File: config.mk
export PLATFORM = sky130hd
export DESIGN_NAME = uart_tx_arb
export DESIGN_NICKNAME = d
export VERILOG_FILES = /design/src/rtl/uart_pkg.sv /design/src/rtl/rr_picker.sv /design/src/rtl/uart_tx_arb.sv
export SDC_FILE = /design/constraint.sdc
export NUM_CORES = 1
export LEC_CHECK = 0
export ABC_AREA = 1
export BUFFER_PORTS_ARGS = -buffer_cell sky130_fd_sc_hd__buf_2
export CAP_MARGIN = 15
export CORE_MARGIN = 3
export CORE_UTILIZATION = 45
export DETAILED_ROUTE_END_ITERATION = 7
export PLACE_DENSITY = 0.76
export REMOVE_ABC_BUFFERS = 1
export SLEW_MARGIN = 10
export SYNTH_ARGS = -nofsm -noshare
export SYNTH_HDL_FRONTEND = slang
export SYNTH_SLANG_ARGS = --single-unit
File: constraint.sdc
create_clock -name clk -period 2.2 [get_ports clk]
set_input_delay 0.11 -clock clk [delete_from_list [all_inputs] [get_ports clk]]
set_output_delay 0.11 -clock clk [all_outputs]
set_load 0.02 [all_outputs]
File: src/rtl/uart_pkg.sv
// Shared definitions for the UART transmit arbiter family.
package uart_pkg;

    typedef enum logic [1:0] {
        IDLE = 2'd0,
        SEND = 2'd1,
        WAIT = 2'd2
    } arb_state_t;

    localparam int UART_DATA_W     = 8;
    localparam int TIMEOUT_CYC_DEF = 65536;

endpackage

File: src/rtl/rr_picker.sv
// Combinational round-robin search: the first requester strictly after
// rr_ptr (wrapping modulo N_REQ) wins. rr_ptr itself is checked last.
module rr_picker #(
    parameter int N_REQ = 4,
    parameter int IDX_W = $clog2(N_REQ)
) (
    input  logic [N_REQ-1:0] req,
    input  logic [IDX_W-1:0] rr_ptr,
    output logic [N_REQ-1:0] pick_oh,
    output logic [IDX_W-1:0] pick_idx,
    output logic             any_req
);

    logic [IDX_W-1:0] cand_s;
    logic             hit_s;
    logic             found_s;

    // Walk candidates in priority order and latch the first requesting one.
    always_comb begin
        pick_oh  = {N_REQ{1'b0}};
        pick_idx = {IDX_W{1'b0}};
        found_s  = 1'b0;
        cand_s   = {IDX_W{1'b0}};
        hit_s    = 1'b0;
        for (int i = 1; i <= N_REQ; i++) begin
            cand_s           = IDX_W'((int'(rr_ptr) + i) % N_REQ);
            hit_s            = !found_s && req[cand_s];
            pick_oh[cand_s]  = pick_oh[cand_s] | hit_s;
            pick_idx         = hit_s ? cand_s : pick_idx;
            found_s          = found_s | hit_s;
        end
        any_req = |req;
    end

endmodule

File: src/rtl/uart_tx_arb.sv
// Round-robin arbiter and byte sequencer sharing one 8N1 UART transmitter
// among N_REQ requesters, one whole packet per grant.
// Optional feature: define UART_ARB_TIMEOUT_EN to abandon a byte whose
// tx_done rise does not arrive within TIMEOUT_CYC cycles (pulses err).
module uart_tx_arb
    import uart_pkg::*;
#(
    parameter int N_REQ       = 4,
    parameter int TIMEOUT_CYC = TIMEOUT_CYC_DEF
) (
    input  logic                         clk,
    input  logic                         rst_n,
    input  logic [N_REQ-1:0]             req,
    input  logic [N_REQ-1:0]             last,
    input  logic [UART_DATA_W*N_REQ-1:0] din,
    output logic [N_REQ-1:0]             ack,
    output logic [N_REQ-1:0]             gnt,
    output logic                         busy,
    output logic                         trmt,
    output logic [UART_DATA_W-1:0]       tx_data,
    input  logic                         tx_done,
    output logic                         err
);

    localparam int IDX_W = $clog2(N_REQ);

    arb_state_t             state_r, state_nxt_s;
    logic [N_REQ-1:0]       gnt_r, gnt_nxt_s;
    logic [N_REQ-1:0]       ack_r, ack_nxt_s;
    logic                   trmt_r, trmt_nxt_s;
    logic                   busy_r;
    logic                   err_r, err_nxt_s;
    logic [UART_DATA_W-1:0] tx_data_r, tx_data_nxt_s;
    logic                   last_q_r, last_q_nxt_s;
    logic [IDX_W-1:0]       rr_ptr_r, rr_ptr_nxt_s;
    logic [IDX_W-1:0]       owner_r, owner_nxt_s;
    logic                   tx_done_q_r;
    logic                   done_rise_s;

    logic [N_REQ-1:0]       pick_oh_s;
    logic [IDX_W-1:0]       pick_idx_s;
    logic                   any_req_s;
    logic                   owner_req_s;
    logic                   owner_last_s;
    logic [UART_DATA_W-1:0] owner_data_s;

`ifdef UART_ARB_TIMEOUT_EN
    localparam int               TMR_W    = $clog2(TIMEOUT_CYC) + 1;
    localparam logic [TMR_W-1:0] TMR_LAST = TMR_W'(TIMEOUT_CYC - 1);
    logic [TMR_W-1:0] timer_r, timer_nxt_s;
`endif

    rr_picker #(
        .N_REQ (N_REQ),
        .IDX_W (IDX_W)
    ) u_picker (
        .req      (req),
        .rr_ptr   (rr_ptr_r),
        .pick_oh  (pick_oh_s),
        .pick_idx (pick_idx_s),
        .any_req  (any_req_s)
    );

    // Only the rising edge of tx_done marks a finished frame; the level
    // stays high between frames.
    assign done_rise_s = tx_done & ~tx_done_q_r;

    // Select the current owner's req/last/byte through the one-hot grant.
    always_comb begin
        owner_req_s  = |(req & gnt_r);
        owner_last_s = |(last & gnt_r);
        owner_data_s = {UART_DATA_W{1'b0}};
        for (int i = 0; i < N_REQ; i++) begin
            owner_data_s = gnt_r[i] ? din[i*UART_DATA_W +: UART_DATA_W] : owner_data_s;
        end
    end

    // Next-state and next-output logic for the IDLE/SEND/WAIT sequencer.
    always_comb begin
        state_nxt_s   = state_r;
        gnt_nxt_s     = gnt_r;
        ack_nxt_s     = {N_REQ{1'b0}};
        trmt_nxt_s    = 1'b0;
        err_nxt_s     = 1'b0;
        tx_data_nxt_s = tx_data_r;
        last_q_nxt_s  = last_q_r;
        rr_ptr_nxt_s  = rr_ptr_r;
        owner_nxt_s   = owner_r;
`ifdef UART_ARB_TIMEOUT_EN
        timer_nxt_s   = timer_r;
`endif
        case (state_r)
            IDLE: begin
                if (any_req_s) begin
                    gnt_nxt_s   = pick_oh_s;
                    owner_nxt_s = pick_idx_s;
                    state_nxt_s = SEND;
                end else begin
                    state_nxt_s = IDLE;
                end
            end
            SEND: begin
                if (owner_req_s) begin
                    trmt_nxt_s    = 1'b1;
                    ack_nxt_s     = gnt_r;
                    tx_data_nxt_s = owner_data_s;
                    last_q_nxt_s  = owner_last_s;
                    state_nxt_s   = WAIT;
`ifdef UART_ARB_TIMEOUT_EN
                    timer_nxt_s   = {TMR_W{1'b0}};
`endif
                end else begin
                    // Requester abandoned the packet: release and rotate.
                    gnt_nxt_s    = {N_REQ{1'b0}};
                    rr_ptr_nxt_s = owner_r;
                    state_nxt_s  = IDLE;
                end
            end
            WAIT: begin
                if (done_rise_s) begin
                    if (last_q_r) begin
                        gnt_nxt_s    = {N_REQ{1'b0}};
                        rr_ptr_nxt_s = owner_r;
                        state_nxt_s  = IDLE;
                    end else begin
                        state_nxt_s  = SEND;
                    end
                end else begin
`ifdef UART_ARB_TIMEOUT_EN
                    if (timer_r == TMR_LAST) begin
                        err_nxt_s    = 1'b1;
                        gnt_nxt_s    = {N_REQ{1'b0}};
                        rr_ptr_nxt_s = owner_r;
                        state_nxt_s  = IDLE;
                    end else begin
                        timer_nxt_s  = timer_r + TMR_W'(1);
                    end
`else
                    state_nxt_s = WAIT;
`endif
                end
            end
            default: begin
                gnt_nxt_s   = {N_REQ{1'b0}};
                state_nxt_s = IDLE;
            end
        endcase
    end

    // State and registered outputs, synchronous active-low reset.
    always_ff @(posedge clk) begin
        if (!rst_n) begin
            state_r     <= IDLE;
            gnt_r       <= {N_REQ{1'b0}};
            ack_r       <= {N_REQ{1'b0}};
            trmt_r      <= 1'b0;
            busy_r      <= 1'b0;
            err_r       <= 1'b0;
            tx_data_r   <= {UART_DATA_W{1'b0}};
            last_q_r    <= 1'b0;
            rr_ptr_r    <= IDX_W'(N_REQ - 1);
            owner_r     <= {IDX_W{1'b0}};
            tx_done_q_r <= 1'b0;
`ifdef UART_ARB_TIMEOUT_EN
            timer_r     <= {TMR_W{1'b0}};
`endif
        end else begin
            state_r     <= state_nxt_s;
            gnt_r       <= gnt_nxt_s;
            ack_r       <= ack_nxt_s;
            trmt_r      <= trmt_nxt_s;
            busy_r      <= (state_nxt_s != IDLE);
            err_r       <= err_nxt_s;
            tx_data_r   <= tx_data_nxt_s;
            last_q_r    <= last_q_nxt_s;
            rr_ptr_r    <= rr_ptr_nxt_s;
            owner_r     <= owner_nxt_s;
            tx_done_q_r <= tx_done;
`ifdef UART_ARB_TIMEOUT_EN
            timer_r     <= timer_nxt_s;
`endif
        end
    end

    assign gnt     = gnt_r;
    assign ack     = ack_r;
    assign trmt    = trmt_r;
    assign busy    = busy_r;
    assign err     = err_r;
    assign tx_data = tx_data_r;

endmodule

# [Word-level counts from Yosys, hierarchy flattened]
# Index checks and enable logic that the tools add are counted.
[word_totals] regBits=26 elab_cells=110 input_bits=43 output_inout_bits=19
[classes] n_mux=50 eq_ne=6 bitwise=11 add_sub_neg=4 order_cmp=8 n_reduce_logical=21
[op_table] cell="$mux 8" n=4
[op_table] cell="$mux 2" n=9
[op_table] cell="$bmux 1 s2" n=8
[op_table] cell="$mux 4" n=4
[op_table] cell="$mux 1" n=15
[op_table] cell="$and 4x4->4" n=3
[op_table] cell="$bwmux 4" n=3
[op_table] cell="$lt 2x3->1 const B" n=4
[op_table] cell="$pmux 4 s3" n=1
[op_table] cell="$reduce_or 4->1" n=3
[op_table] cell="$demux 1 s2" n=4
[op_table] cell="$ge 2x1->1 const B" n=4
[op_table] cell="$ne 2x2->1 const B" n=4
[op_table] cell="$logic_and 1x1->1" n=7
[op_table] cell="$or 1x1->1" n=6
[op_table] cell="$pmux 2 s3" n=1
[op_table] cell="$reduce_and 2->1" n=3
[op_table] cell="$add 2x1->2 const B" n=2
[op_table] cell="$add 2x2->2 const B" n=2
[op_table] cell="$pmux 2 s2" n=1
[op_table] cell="$reduce_and 4->1" n=1
[op_table] cell="$reduce_bool 2->1" n=2
[op_table] cell="$logic_not 1->1" n=3
[op_table] cell="$reduce_and 3->1" n=1
[op_table] cell="other kinds (5)" n=5

# [Longest topological paths before layout]
[depth] depth_word=20 depth_mapped=19 ltp_nobuf=19

# [Cells and area by module]
# Synthesis repeated with hierarchy kept, for this count alone.
[hier_totals] cells_unflattened=319 hier_area_um2=1934.4
[modules_own_cells] mod="uart_tx_arb" instances=1 area_each_um2=1365.1 cells_per_inst=218
[modules_own_cells] mod="rr_picker" instances=1 area_each_um2=569.3 cells_per_inst=101

# [Least setup slack after synthesis]
# Ideal clock, no wire load.
[synth_timing] kind="reg-to-reg" start="reg rr_ptr_r[0]" end="reg gnt_r[0], in the netlist gnt[0]" n_path_buf=0 arrival_ns=2.341 setup_slack_ns=-0.273 setup_time_ns=0.132 path_stages_with_launch=20 synth_period_minus_slack_ns=2.473 path_cell_list="dfxtp_1 > inv_4 > ha_1 > inv_1 > nand3_2 > nand2_4 > nand3_1 > nand3_2 > nand2_2 > nand3_1 > nand3_1 > nand3_2 > nand2_2 > nand3_1 > nand3_1 > nand3_2 > nand2_2 > nand3_1 > nand2_1 > a21oi_2"
[synth_between] elab_chain_cells=20 word_cells_on_any_way=58 classes_between="4 x add/sub; 8 x order compare; 29 x mux; 7 x bitwise; 10 x reduce/logical"
[synth_lines] element="start, declared" line_no="uart_tx_arb.sv:35" rtl="logic [IDX_W-1:0] rr_ptr_r, rr_ptr_nxt_s;"
[synth_lines] element="start signal, assigned" line_no="uart_tx_arb.sv:161" rtl="rr_ptr_r <= IDX_W'(N_REQ - 1);"
[synth_lines] element="start signal, assigned" line_no="uart_tx_arb.sv:176" rtl="rr_ptr_r <= rr_ptr_nxt_s;"
[synth_lines] element="$add 2x1->2" line_no="rr_picker.sv:26" rtl="cand_s = IDX_W'((int'(rr_ptr) + i) % N_REQ);"
[synth_lines] element="$lt 2x3->1 (not written as such) / $ge 2x1->1 (equally long branches)" line_no="rr_picker.sv:28" rtl="pick_oh[cand_s] = pick_oh[cand_s] | hit_s;"
[synth_lines] element="$logic_and 1x1->1 (not written as such)" line_no="rr_picker.sv:28"
[synth_lines] element="$mux 1 (not written as such)" line_no="rr_picker.sv:28"
[synth_lines] element="$demux 1 s2"
[synth_lines] element="$and 4x4->4 (no line)"
[synth_lines] element="$bmux 1 s2" line_no="rr_picker.sv:28"
[synth_lines] element="$mux 1 (not written as such)" line_no="rr_picker.sv:28"
[synth_lines] element="[4 not listed]"
[synth_lines] element="$or 1x1->1" line_no="rr_picker.sv:28"
[synth_lines] element="$bwmux 4" line_no="rr_picker.sv:28"
[synth_lines] element="$bmux 1 s2" line_no="rr_picker.sv:28"
[synth_lines] element="$mux 1 (not written as such)" line_no="rr_picker.sv:28"
[synth_lines] element="$or 1x1->1" line_no="rr_picker.sv:28"
[synth_lines] element="$bwmux 4 (*)" line_no="rr_picker.sv:28"
[synth_lines] element="$mux 4 (*)" line_no="uart_tx_arb.sv:94" rtl="if (any_req_s) begin"
[synth_lines] element="$pmux 4 s3 (*)" line_no="uart_tx_arb.sv:92" rtl="case (state_r)"
[synth_lines] element="end signal, assigned" line_no="uart_tx_arb.sv:154" rtl="gnt_r <= {N_REQ{1'b0}};"
[synth_lines] element="end signal, assigned" line_no="uart_tx_arb.sv:169" rtl="gnt_r <= gnt_nxt_s;"
[synth_lines] element="end, declared" line_no="uart_tx_arb.sv:28" rtl="logic [N_REQ-1:0] gnt_r, gnt_nxt_s;"
# Every way passes the cells marked *; elsewhere a longest branch is shown, timed or not. The select of a mux whose other input is x is not followed.
# A chain may end at the register's enable or synchronous reset.

# [Worst setup path after layout]
[layout_timing] start="reg rr_ptr_r[0]" end="reg gnt_r[2], in the netlist gnt[2]"
# Same word-level chain as after synthesis.

==> run_results.csv <==
group,metric,value,unit
run_status,status,"complete, but fails checks",
run_status,violations,"setup timing",
clock_network,cts_buffer_depth,2,
power_and_ir_drop,p_leak,1.25,nW
die,core-area,3770,µm²
setup_path,critPathTopFamily,"simple AND/OR/NAND/NOR gates",
global_route,grt_max_degree,19,
die,start_util,48.4,%
yosys,syn_area_per_cell,6.47,µm²
power_and_ir_drop,combPwrFrac,74.7,%
placed_design,dp_hpwl,3850,µm
drt,vias,2220,
setup_path,cp_common_cell,"nand3_2",
drt,ant_nets,0,
power_and_ir_drop,p_per_area,1430,nW/µm²
yosys,yosysWarnings,0,
job,cap_violations,0,
power_and_ir_drop,p_int,1.82,mW
yosys,seq_area_frac_synth,28.5,%
clock_network,numCtsBuffers,3,
clock_network,cts_root_buf,"clkbuf_8",
setup_path,worstReg2RegStart,"rr_ptr_r[0]",
sta,drv_slew,0,
clock_network,clkLatencyLatePin,0.26,ns
setup_path,end_kind,"flop",
sta,setup_tns,-0.430,ns
placed_design,dp_slack,-0.181,ns
yosys,synth-main-ff-cell,"dfxtp_1",
sta,max_freq,432,MHz
die,die-area,4850,µm²
yosys,async_flop_share,0,%
die,die_y,69.7,µm
setup_path,startpoint,"rr_ptr_r[0]",
yosys,syn_area,1820,µm²
setup_path,slowest_delay,0.37,ns
yosys,synth.distinct_cells,34,
setup_path,path_cells,"inv_4 -> ha_4 -> buf_6 -> nand3_4 -> nand2_4 -> nand3_2 -> nand3_2 -> nand2_4 -> nand3_2 -> nand3_4 -> nand3_4 -> nand2_8 -> nand3_4 -> nand3_2 -> nand3_2 -> nand2_4 -> nand3_2 -> nand2_2 -> a21oi_2",
clock_network,clkSlewWorstSetupHoldPaths,0.08,ns
sta,worst_slack,-0.113,ns
global_route,grt_pass1_vias,2049,
setup_path,critPathKind,"flop to flop",
yosys,synth_seq_cells,26,
cells_and_area,area_growth,45.0,%
cells_and_area,fin_area,2650,µm²
setup_path,cpMaxStageDelayCell,"dfxtp_4",
die,io_pins,62,
sta,slew-limit-headroom,62.7,%
die,die_w,69.7,µm
setup_path,worstPathMaxFanout,7,
setup_path,reg2reg_slack,-0.11,ns
drt,drc,0,
sta,setup_viol,4,
hold_path,worstHoldStart,"tx_done",
sta,finalCritPeriodShare,105,%
sta,hold_ws,0.0415,ns
yosys,synth-edff-count,0,
global_route,grt_overflow,0,
placed_design,portBuffers,60,
power_and_ir_drop,vdd_drop_max,0.849,mV
global_route,track_usage,21.9,%
cells_and_area,final_layout_size_suffix_gt1_share,41.7,%
power_and_ir_drop,p_seq_share,18.6,%
global_route,antenna_found_initial,0,
cells_and_area,diodes,0,
drt,avgViaCountPerCell,5.48,
sta,min_period,2.31,ns
sta,worst_slew_pin_slew,0.554,ns
drt,wl,5770,µm
global_route,grt_first_pass_wirelength,9030,µm
clock_network,cts_tree,"built",
drt,first_iter_violations,147,
setup_path,cp.arrival,2.47,ns
clock_network,cts_hold_buf,0,
die,rows,22,
setup_path,cp_num_buf_inv,2,
hold_path,hp-class,"input port to flop",
sta,fin_skew,0.00282,ns
setup_path,cp_data_required_time,2.35,ns
clock_network,htree_levels,1,
power_and_ir_drop,swShare,52.0,%
sta,hold_viol_final,0,
yosys,syn_inst,282,
placed_design,globalplace.congestion,0.908,
power_and_ir_drop,finalPower,3.79,mW
drt,drt_first_pass_iters,4,
power_and_ir_drop,p_sw,1.97,mW
clock_network,cts_num_sinks,26,
placed_design,place_area,2300,µm²
drt,post_drt_wl_per_cell,14.3,µm
power_and_ir_drop,pwr-share-clk,6.6,%
cells_and_area,nets,410,
sta,rsz0062_at_grt,"yes",
setup_path,start_kind,"flop",
==> through the flow <==
stage	cells	utilization (%)
final	405	70.1
after floorplan	270	-
after global routing	405	70.1
after detailed placement	400	60.9
after global placement	400	60.9
after CTS	405	65.4
==> area by class of cell <==
type | count | area, µm²
Clock buffer | 3 | 41.3
Fill cell | 309 | 1130
Tap cell | 48 | 60.1
Timing Repair Buffer | 84 | 499
Inverter | 33 | 126
Multi-Input combinational cell | 211 | 1390
Sequential cell | 26 | 526
==> logic make-up after synthesis <==
| family | synth area share [%] |
|---|---|
| AND/OR/NAND/NOR | 33.3 |
| AO/OA/AOI/OAI | 22.7 |
| buffers and inverters | 9.81 |
| flip-flops | 28.5 |
| adder cells (fa/ha/maj) | 5.49 |
| other | 0.206 |
==> cell usage after synthesis (4+ instances only) <==
master / instances / area share, %
a21oi_1: 37 / 10
a21oi_2: 4 / 1.9
clkbuf_1: 10 / 2.1
dfxtp_1: 26 / 29
ha_1: 8 / 5.5
inv_1: 24 / 4.9
inv_2: 7 / 1.4
nand2_1: 56 / 12
nand2_2: 5 / 1.7
nand3_1: 39 / 11
nand3_2: 4 / 2.2
nor2_1: 18 / 3.7
o21ai_0: 13 / 3.6
o21ai_1: 5 / 1.4
==> sequential cells by signal (all words and copies together), names as in the netlist <==
name / flops
ack: 4
state_r: 2
rr_ptr_r: 2
tx_done_q_r: 1
last_q_r: 1
busy: 1
owner_r: 2
tx_data: 8
gnt: 4
trmt: 1
==> final timing paths <==
check | end | depth (start not counted)
setup / recovery | gnt[2] | 19
hold / removal | tx_done_q_r | 3
setup reg to reg | gnt[2] | 19
hold reg to reg | tx_data[5] | 2
==> routing by layer <==
layer | wire [µm] | track usage [%] | vias to the layer above
li1 | - | - | 1107
met1 | 2370 | 27.4 | 1019
met2 | 2920 | 38.0 | 83
met5 | 0 | 0 | -
met3 | 384 | 4.06 | 11
met4 | 92 | 6.81 | 0
==> power by group through the flow <==
stage | logic, mW | registers (mW) | clock network [mW]
global placement | 2.11 | 0.705 | 0
global route | 3.07 | 0.721 | 0.275
floorplan | 1.23 | 0.846 | 0
detailed placement | 2.13 | 0.708 | 0
finish | 2.83 | 0.707 | 0.251
CTS | 2.34 | 0.701 | 0.262
==> worst reg2reg max path: stages, from the launching register on <==
cell and delay, ns:
dfxtp_4 0.37, inv_4 0.05, ha_4 0.22, buf_6 0.12, nand3_4 0.07, nand2_4 0.09, nand3_2 0.07, nand3_2 0.09
nand2_4 0.13, nand3_2 0.12, nand3_4 0.11, nand3_4 0.09, nand2_8 0.10, nand3_4 0.08, nand3_2 0.08, nand3_2 0.11
nand2_4 0.10, nand3_2 0.08, nand2_2 0.08, a21oi_2 0.04
==> layout by cell type, fill, tap and decap left out, drive strengths merged <==
cell type  instances
a22o               1
o211ai             2
nor3               3
a21oi             41
dfxtp             26
a21boi             1
nand3             44
o311ai             1
buf               84
nand4              1
ha                 8
clkbuf             3
a221oi             2
nor2              18
a41oi              1
o31ai              1
o21ai             20
inv               32
and3               1
conb               1
clkinv             1
nand2             62
o22ai              1
nor4               1
a31oi              1
==> repair_timing <==
action | in CTS | in global routing
endpoints found under the hold margin | 0 | 0
resized for setup | 23 | 35
setup endpoints to repair | 4 | 4
setup buffers | 2 | 0
pin swaps | 12 | 11
Power figures use the tool's default switching activity.
